[config.mk]
export PLATFORM = sky130hd
export DESIGN_NAME = nibble_serializer
export DESIGN_NICKNAME = d
export VERILOG_FILES = /design/src/rtl/nibble_serializer.sv
export SDC_FILE = /design/constraint.sdc
export NUM_CORES = 1
export LEC_CHECK = 0
export ABC_AREA = 1
export ABC_CLOCK_PERIOD_IN_PS = 3100
export BUFFER_PORTS_ARGS = -buffer_cell sky130_fd_sc_hd__buf_2
export CORE_ASPECT_RATIO = 1.2
export CORE_MARGIN = 2
export CORE_UTILIZATION = 30
export CTS_CLUSTER_DIAMETER = 100
export DETAILED_ROUTE_END_ITERATION = 7
export HOLD_SLACK_MARGIN = 0.1
export PLACE_DENSITY = 0.52
export SYNTH_ARGS = -nofsm -noshare
export SYNTH_HDL_FRONTEND = slang
export SYNTH_SLANG_ARGS = --single-unit
[constraint.sdc]
create_clock -name i_Clk -period 3.1 [get_ports i_Clk]
set_clock_uncertainty 0.05 [all_clocks]
set_input_delay 0.465 -clock i_Clk [delete_from_list [all_inputs] [get_ports i_Clk]]
set_output_delay 0.465 -clock i_Clk [all_outputs]
set_load 0.01 [all_outputs]
[src/rtl/nibble_serializer.sv]
// nibble_serializer: takes a DATA_WIDTH word over valid/ready and
// emits it one registered nibble per transfer, MSB- or LSB-first.
//
// Ports:
//   i_Clk, i_Rst_L         clock, synchronous active-low reset
//   i_Data, i_Valid        word input
//   o_Ready                word accepted when i_Valid & o_Ready
//   o_Nibble, o_Index      current nibble and its index in the word
//   o_Last                 current nibble is the final one
//   o_Nibble_Valid         nibble valid
//   i_Nibble_Ready         nibble accepted when valid & ready
module nibble_serializer #(
  parameter int DATA_WIDTH  = 12,
  parameter bit MSB_FIRST   = 1'b1,
  parameter bit SUPPRESS_LZ = 1'b0,
  localparam int N  = DATA_WIDTH / 4,
  localparam int IW = (N > 1) ? $clog2(N) : 1
) (
  input  logic                  i_Clk,
  input  logic                  i_Rst_L,
  input  logic [DATA_WIDTH-1:0] i_Data,
  input  logic                  i_Valid,
  output logic                  o_Ready,
  output logic [3:0]            o_Nibble,
  output logic                  o_Nibble_Valid,
  input  logic                  i_Nibble_Ready,
  output logic                  o_Last,
  output logic [IW-1:0]         o_Index
);

  typedef enum logic {
    IDLE = 1'b0,
    SEND = 1'b1
  } state_t;

  state_t                state_q, state_d;
  logic [DATA_WIDTH-1:0] word_q, word_d;
  logic [IW-1:0]         idx_q, idx_d;
  logic [IW-1:0]         end_q, end_d;
  logic [3:0]            nib_q, nib_d;
  logic                  last_q, last_d;
  logic                  valid_q, valid_d;
  logic                  ready_q, ready_d;

  logic [IW-1:0] hi_idx;
  logic [IW-1:0] top_idx;
  logic [IW-1:0] first_idx;
  logic [IW-1:0] last_idx;
  logic [IW-1:0] step_idx;

  function automatic logic [3:0] nib_at(
    input logic [DATA_WIDTH-1:0] w,
    input logic [IW-1:0]         k
  );
    logic [DATA_WIDTH-1:0] s;
    s = w >> {k, 2'b00};
    return s[3:0];
  endfunction

  // Highest nonzero nibble of the incoming word; 0 for an
  // all-zero word so one nibble is always emitted.
  always_comb begin
    hi_idx = '0;
    for (int i = 0; i < N; i++) begin
      if (i_Data[i*4 +: 4] != 4'd0) begin
        hi_idx = IW'(i);
      end
    end
  end

  always_comb begin
    top_idx   = SUPPRESS_LZ ? hi_idx : IW'(N - 1);
    first_idx = MSB_FIRST ? top_idx : '0;
    last_idx  = MSB_FIRST ? '0 : top_idx;
  end

  // Never wraps: stepping only happens while not on the last index.
  assign step_idx = MSB_FIRST ? (idx_q - IW'(1))
                              : (idx_q + IW'(1));

  always_ff @(posedge i_Clk) begin
    if (!i_Rst_L) begin
      state_q <= IDLE;
      word_q  <= '0;
      idx_q   <= '0;
      end_q   <= '0;
      nib_q   <= '0;
      last_q  <= 1'b0;
      valid_q <= 1'b0;
      ready_q <= 1'b1;
    end else begin
      state_q <= state_d;
      word_q  <= word_d;
      idx_q   <= idx_d;
      end_q   <= end_d;
      nib_q   <= nib_d;
      last_q  <= last_d;
      valid_q <= valid_d;
      ready_q <= ready_d;
    end
  end

  always_comb begin
    state_d = state_q;
    word_d  = word_q;
    idx_d   = idx_q;
    end_d   = end_q;
    nib_d   = nib_q;
    last_d  = last_q;
    valid_d = valid_q;
    ready_d = ready_q;
    unique case (state_q)
      IDLE: begin
        if (i_Valid) begin
          state_d = SEND;
          word_d  = i_Data;
          idx_d   = first_idx;
          end_d   = last_idx;
          nib_d   = nib_at(i_Data, first_idx);
          last_d  = (first_idx == last_idx);
          valid_d = 1'b1;
          ready_d = 1'b0;
        end
      end
      SEND: begin
        if (i_Nibble_Ready) begin
          if (last_q) begin
            state_d = IDLE;
            idx_d   = '0;
            nib_d   = '0;
            last_d  = 1'b0;
            valid_d = 1'b0;
            ready_d = 1'b1;
          end else begin
            idx_d  = step_idx;
            nib_d  = nib_at(word_q, step_idx);
            last_d = (step_idx == end_q);
          end
        end
      end
      default: begin
        state_d = IDLE;
        valid_d = 1'b0;
        ready_d = 1'b1;
      end
    endcase
  end

  assign o_Ready        = ready_q;
  assign o_Nibble       = nib_q;
  assign o_Nibble_Valid = valid_q;
  assign o_Last         = last_q;
  assign o_Index        = idx_q;

endmodule

-- Word level (Yosys, flattened, before mapping)
Cells that the tools add are included.
- latch bits: 0
- bits in writable memories: 0
- memories: 0
- ROM bits: 0
- logic and storage cells: 40
- output and inout port bits: 9
- register bits after elaboration: 22
- reduce and logical (&&, ||, !) cells: 4
- equality and inequality tests: 3
- add/subtract/negate cells: 1
- muxes and demuxes: 23
- bitwise operators: 1
- multiply operators: 0
- $lt $le $gt $ge: 0
- shift operators: 1
- divide/modulo/power cells: 0
- operators with widths (operator ; number):
    4-bit 2-to-1 mux ; 3
    12-bit by 4-bit >> shifter with 4-bit output ; 1
    1-bit 2-to-1 mux ; 11
    1-bit case mux with 2 select lines ; 4
    4-bit case mux with 2 select lines ; 1
    2-bit 2-to-1 mux ; 3
    2-bit inequality test, second input constant ; 2
    2-bit case mux with 2 select lines ; 1
    2-bit AND reduction ; 2
    3-bit AND reduction ; 1
    2-bit zero test ; 1
    2-bit by 1-bit inequality test with 1-bit output, second input constant ; 1
    2-bit by 1-bit subtractor with 2-bit output, second input constant ; 1
    1-bit NOT ; 1

-- Longest topological paths before layout
- word-level depth: 5
- gate-level depth with buffers: 7

-- Worst setup path before layout
OpenSTA, ideal clock, no wires.
- kind: reg2reg
- start point: register idx_q[1] (netlist: o_Index[1])
- end point: register idx_q[1] (netlist: o_Index[1])
- stages on the path, launching flop included: 7
- setup time: 0.119 ns
- arrival: 1.078 ns
- path buffers: 0
- setup slack: 1.852 ns
- data required time: 2.931 ns
- path through: dfxtp_1 > inv_1 > ha_1 > inv_1 > nor2_1 > o21ai_0 > a21oi_1
- cells in the longest elaborated chain, start to end: 4
- RTL lines (item ; line ; text):
    start: declaration ; 38 ; logic [IW-1:0] idx_q, idx_d;
    start signal: assignment ; 94 ; idx_q <= idx_d;
    2-bit by 1-bit subtractor with 2-bit output ; 78 ; assign step_idx = MSB_FIRST ? (idx_q - IW'(1))
    2-bit 2-to-1 mux ; 127 ; if (last_q) begin
    2-bit 2-to-1 mux ; 126 ; if (i_Nibble_Ready) begin
    2-bit case mux with 2 select lines ; 112 ; unique case (state_q)
No other way between the ends. The select of a mux whose other input is x is not followed.
A chain may end at the register's enable or synchronous reset.

-- Final worst setup path
- start point: register idx_q[0] (netlist: o_Index[0])
- end point: output port o_Index[0]
- RTL lines (item ; line ; text):
    end: declaration ; 28 ; output logic [IW-1:0] o_Index
No word-level cell between the ends.

==> out/results.ini <==
[drt]
routed_wl_um = 2110
postRouteAntennaNets = 0
first_pass_iters = 5
wire_per_inst_um = 11.3
vias = 879
drtIter0Drc = 15
drc = 0
via_per_inst = 4.70

[global_route]
grt_overflow_total = 0
grt_antenna_before_repair = 0
grt_usage_pct = 12.4
grt_pass1_wl_um = 3500
grt_max_degree = 28
grt_pass1_vias = 816

[timing]
drv_slew = 0
fmax_ghz = 0.627
finalSetupViolCount = 0
fin_crit_sh_pct = 51.4
rsz0062_at_grt = false
slew_headroom_pct = 75.9
period_needed_ns = 1.59
holdWs_ns = 0.353
fin_ws_ns = 1.51
tns_ns = 0
hold_viol_final = 0
tightest_slew_ns = 0.361

[clock_tree]
root_buffer = clkbuf_4
cts_sinks = 22
clock_path_buffers = 2
cts_buffers = 3
postCtsSetupRepairBufs = 0
htreeDepth = 1
cts-resized-gates = 0
cts_tree = done
clock_latency_ns = 0.31
cts.reportedPaths.clkPinSlew_ns = 0.12
cts_hold_buf = 0

[worst_setup_path]
endpoint_kind = primary output
critPathMaxFanout = 12
crit_required_ns = 2.58
path_cells = buf_2
crit_buf_inv = 1
slowest_stage = dfxtp_1
critPathLaunchType = register
path_class = register to primary output
crit_family = flip-flops
max_stage_delay_ns = 0.56
cp.arrival_ns = 1.08

[floorplanning]
num_rows = 22
initial_utilization_pct = 31.3
io_pins = 25
core_sq_um = 3030
dieArea_sq_um = 3630
die_x_um = 55.3
die_height_um = 65.6

[synth]
async_flop_share_pct = 0
yosysWarnings = 0
synth.net_count = 145
synthTopCellsByCount = nand2_1, dfxtp_1, o21ai_0, a21oi_1, inv_1
syn_area_sq_um = 948
ys.flop_type = dfxtp_1
syn_avg_cell_area_sq_um = 7.41
yosys.area.top_type_share_pct = 46.4
synth.largest_area_cell = dfxtp_1
synthCells = 128
ys_seq_elements = 22
synth_most_common_cell = nand2_1
yosys-top-cells-area = dfxtp_1, o21ai_0, nand2_1
ys_seq_area_share_pct = 46.4
synth-edff-count = 0
yosys.cell_types.count = 17

[flow_run]
drv_cap = 0

[place]
hpwl_um = 1560
numPortBuffers = 24
dpl_worst_slack_ns = 1.64
globalplace.congestion = 0.735

[cells_and_area]
final_nets = 169
layout-drive-gt1-share_pct = 21.9
area_growth_pct = 17.4
n_antenna_cell = 0
fillers = 349

[pwr]
p_switching_w = 0.000161
p_per_area_nw_per_um2 = 518
switching_share_pct = 27.9
power_frac_clock_pct = 27.3
p_int_w = 0.000416
combPwrFrac_pct = 17.6
seqPwrFrac_pct = 55.1
irDropWorstVdd_uv = 243
leakage_nw = 0.528

[worst_hold_path]
hold_class = input port to register

[run_status]
status = finished, final reports clean

[per-stage QoR]
stage	total power, W	area, sq um	instances	utilization (%)
after floorplan	0.000396	948	128	-
after global placement	0.000425	1080	183	35.6
after detailed placement	0.000427	1080	183	35.6
after CTS	0.000585	1110	187	36.8
after global routing	0.000612	1110	187	36.8
final	0.000577	1110	187	36.8
[layout make-up]
| class | instances | area (sq um) | area share, % |
|---|---|---|---|
| Clock buffer | 4 | 36.3 | 3.26 |
| Inverter | 16 | 60.1 | 5.39 |
| Multi-Input combinational cell | 85 | 412 | 37.0 |
| Sequential cell | 22 | 440 | 39.6 |
| Tap cell | 36 | 45.0 | 4.04 |
| Timing Repair Buffer | 24 | 120 | 10.8 |
[registers in the layout (all words and copies together), names as in the netlist]
signal and cells:
o_Nibble_Valid 1, state_q 1, o_Index 2, o_Ready 1
o_Last 1, o_Nibble 4, word_q 12
[power by group through the flow]
stage | Clock, W | Combinational [W] | Sequential, W
4_1_cts | 0.000164 | 0.000104 | 0.000318
5_1_grt | 0.000173 | 0.000118 | 0.000321
3_3_place_gp | 0 | 0.000101 | 0.000324
3_5_place_dp | 0 | 0.000103 | 0.000324
6_report | 0.000157 | 0.000102 | 0.000318
2_1_floorplan | 0 | 0.0000705 | 0.000325
[worst paths after layout]
kind                            from  cells past startpoint                  endpoint  slack (ns)
max          o_Index[0]$_SDFFE_PN0P_                      1                o_Index[0]        1.51
max reg2reg  o_Index[0]$_SDFFE_PN0P_                      6  o_Nibble[1]$_SDFFE_PN0P_        1.60
min reg2reg   word_q[3]$_SDFFE_PN0P_                      2    word_q[3]$_SDFFE_PN0P_        0.41
min                        i_Data[8]                      3    word_q[8]$_SDFFE_PN0P_        0.35
[placed cells by master, fill, tap and decap left out, drive strengths merged]
cell and count:
o21ai 21, nor3 1, buf 24, dfxtp 22
nand2 25, a21oi 17, inv 16, ha 1
nand3 10, clkbuf 4, a221oi 1, nor2 9
[cell families after synthesis]
logic type / Yosys count / share of synthesized area (%)
fa+ha+maj: 1 / 1.32
flops: 22 / 46.4
buf+inv: 21 / 10.2
compound gates: 39 / 21.0
simple gates: 45 / 21.1
[routing by layer]
layer / vias to the layer above / track usage [%] / share of wire (%) / wire length (um)
met5: - / 0 / 0 / 0
met4: 0 / 8.23 / 2.5 / 53
met3: 5 / 2.36 / 4.9 / 104
met2: 19 / 21.4 / 48 / 1020
met1: 390 / 13.8 / 44 / 933
li1: 465 / - / - / -
Power figures use the tool's default switching activity.
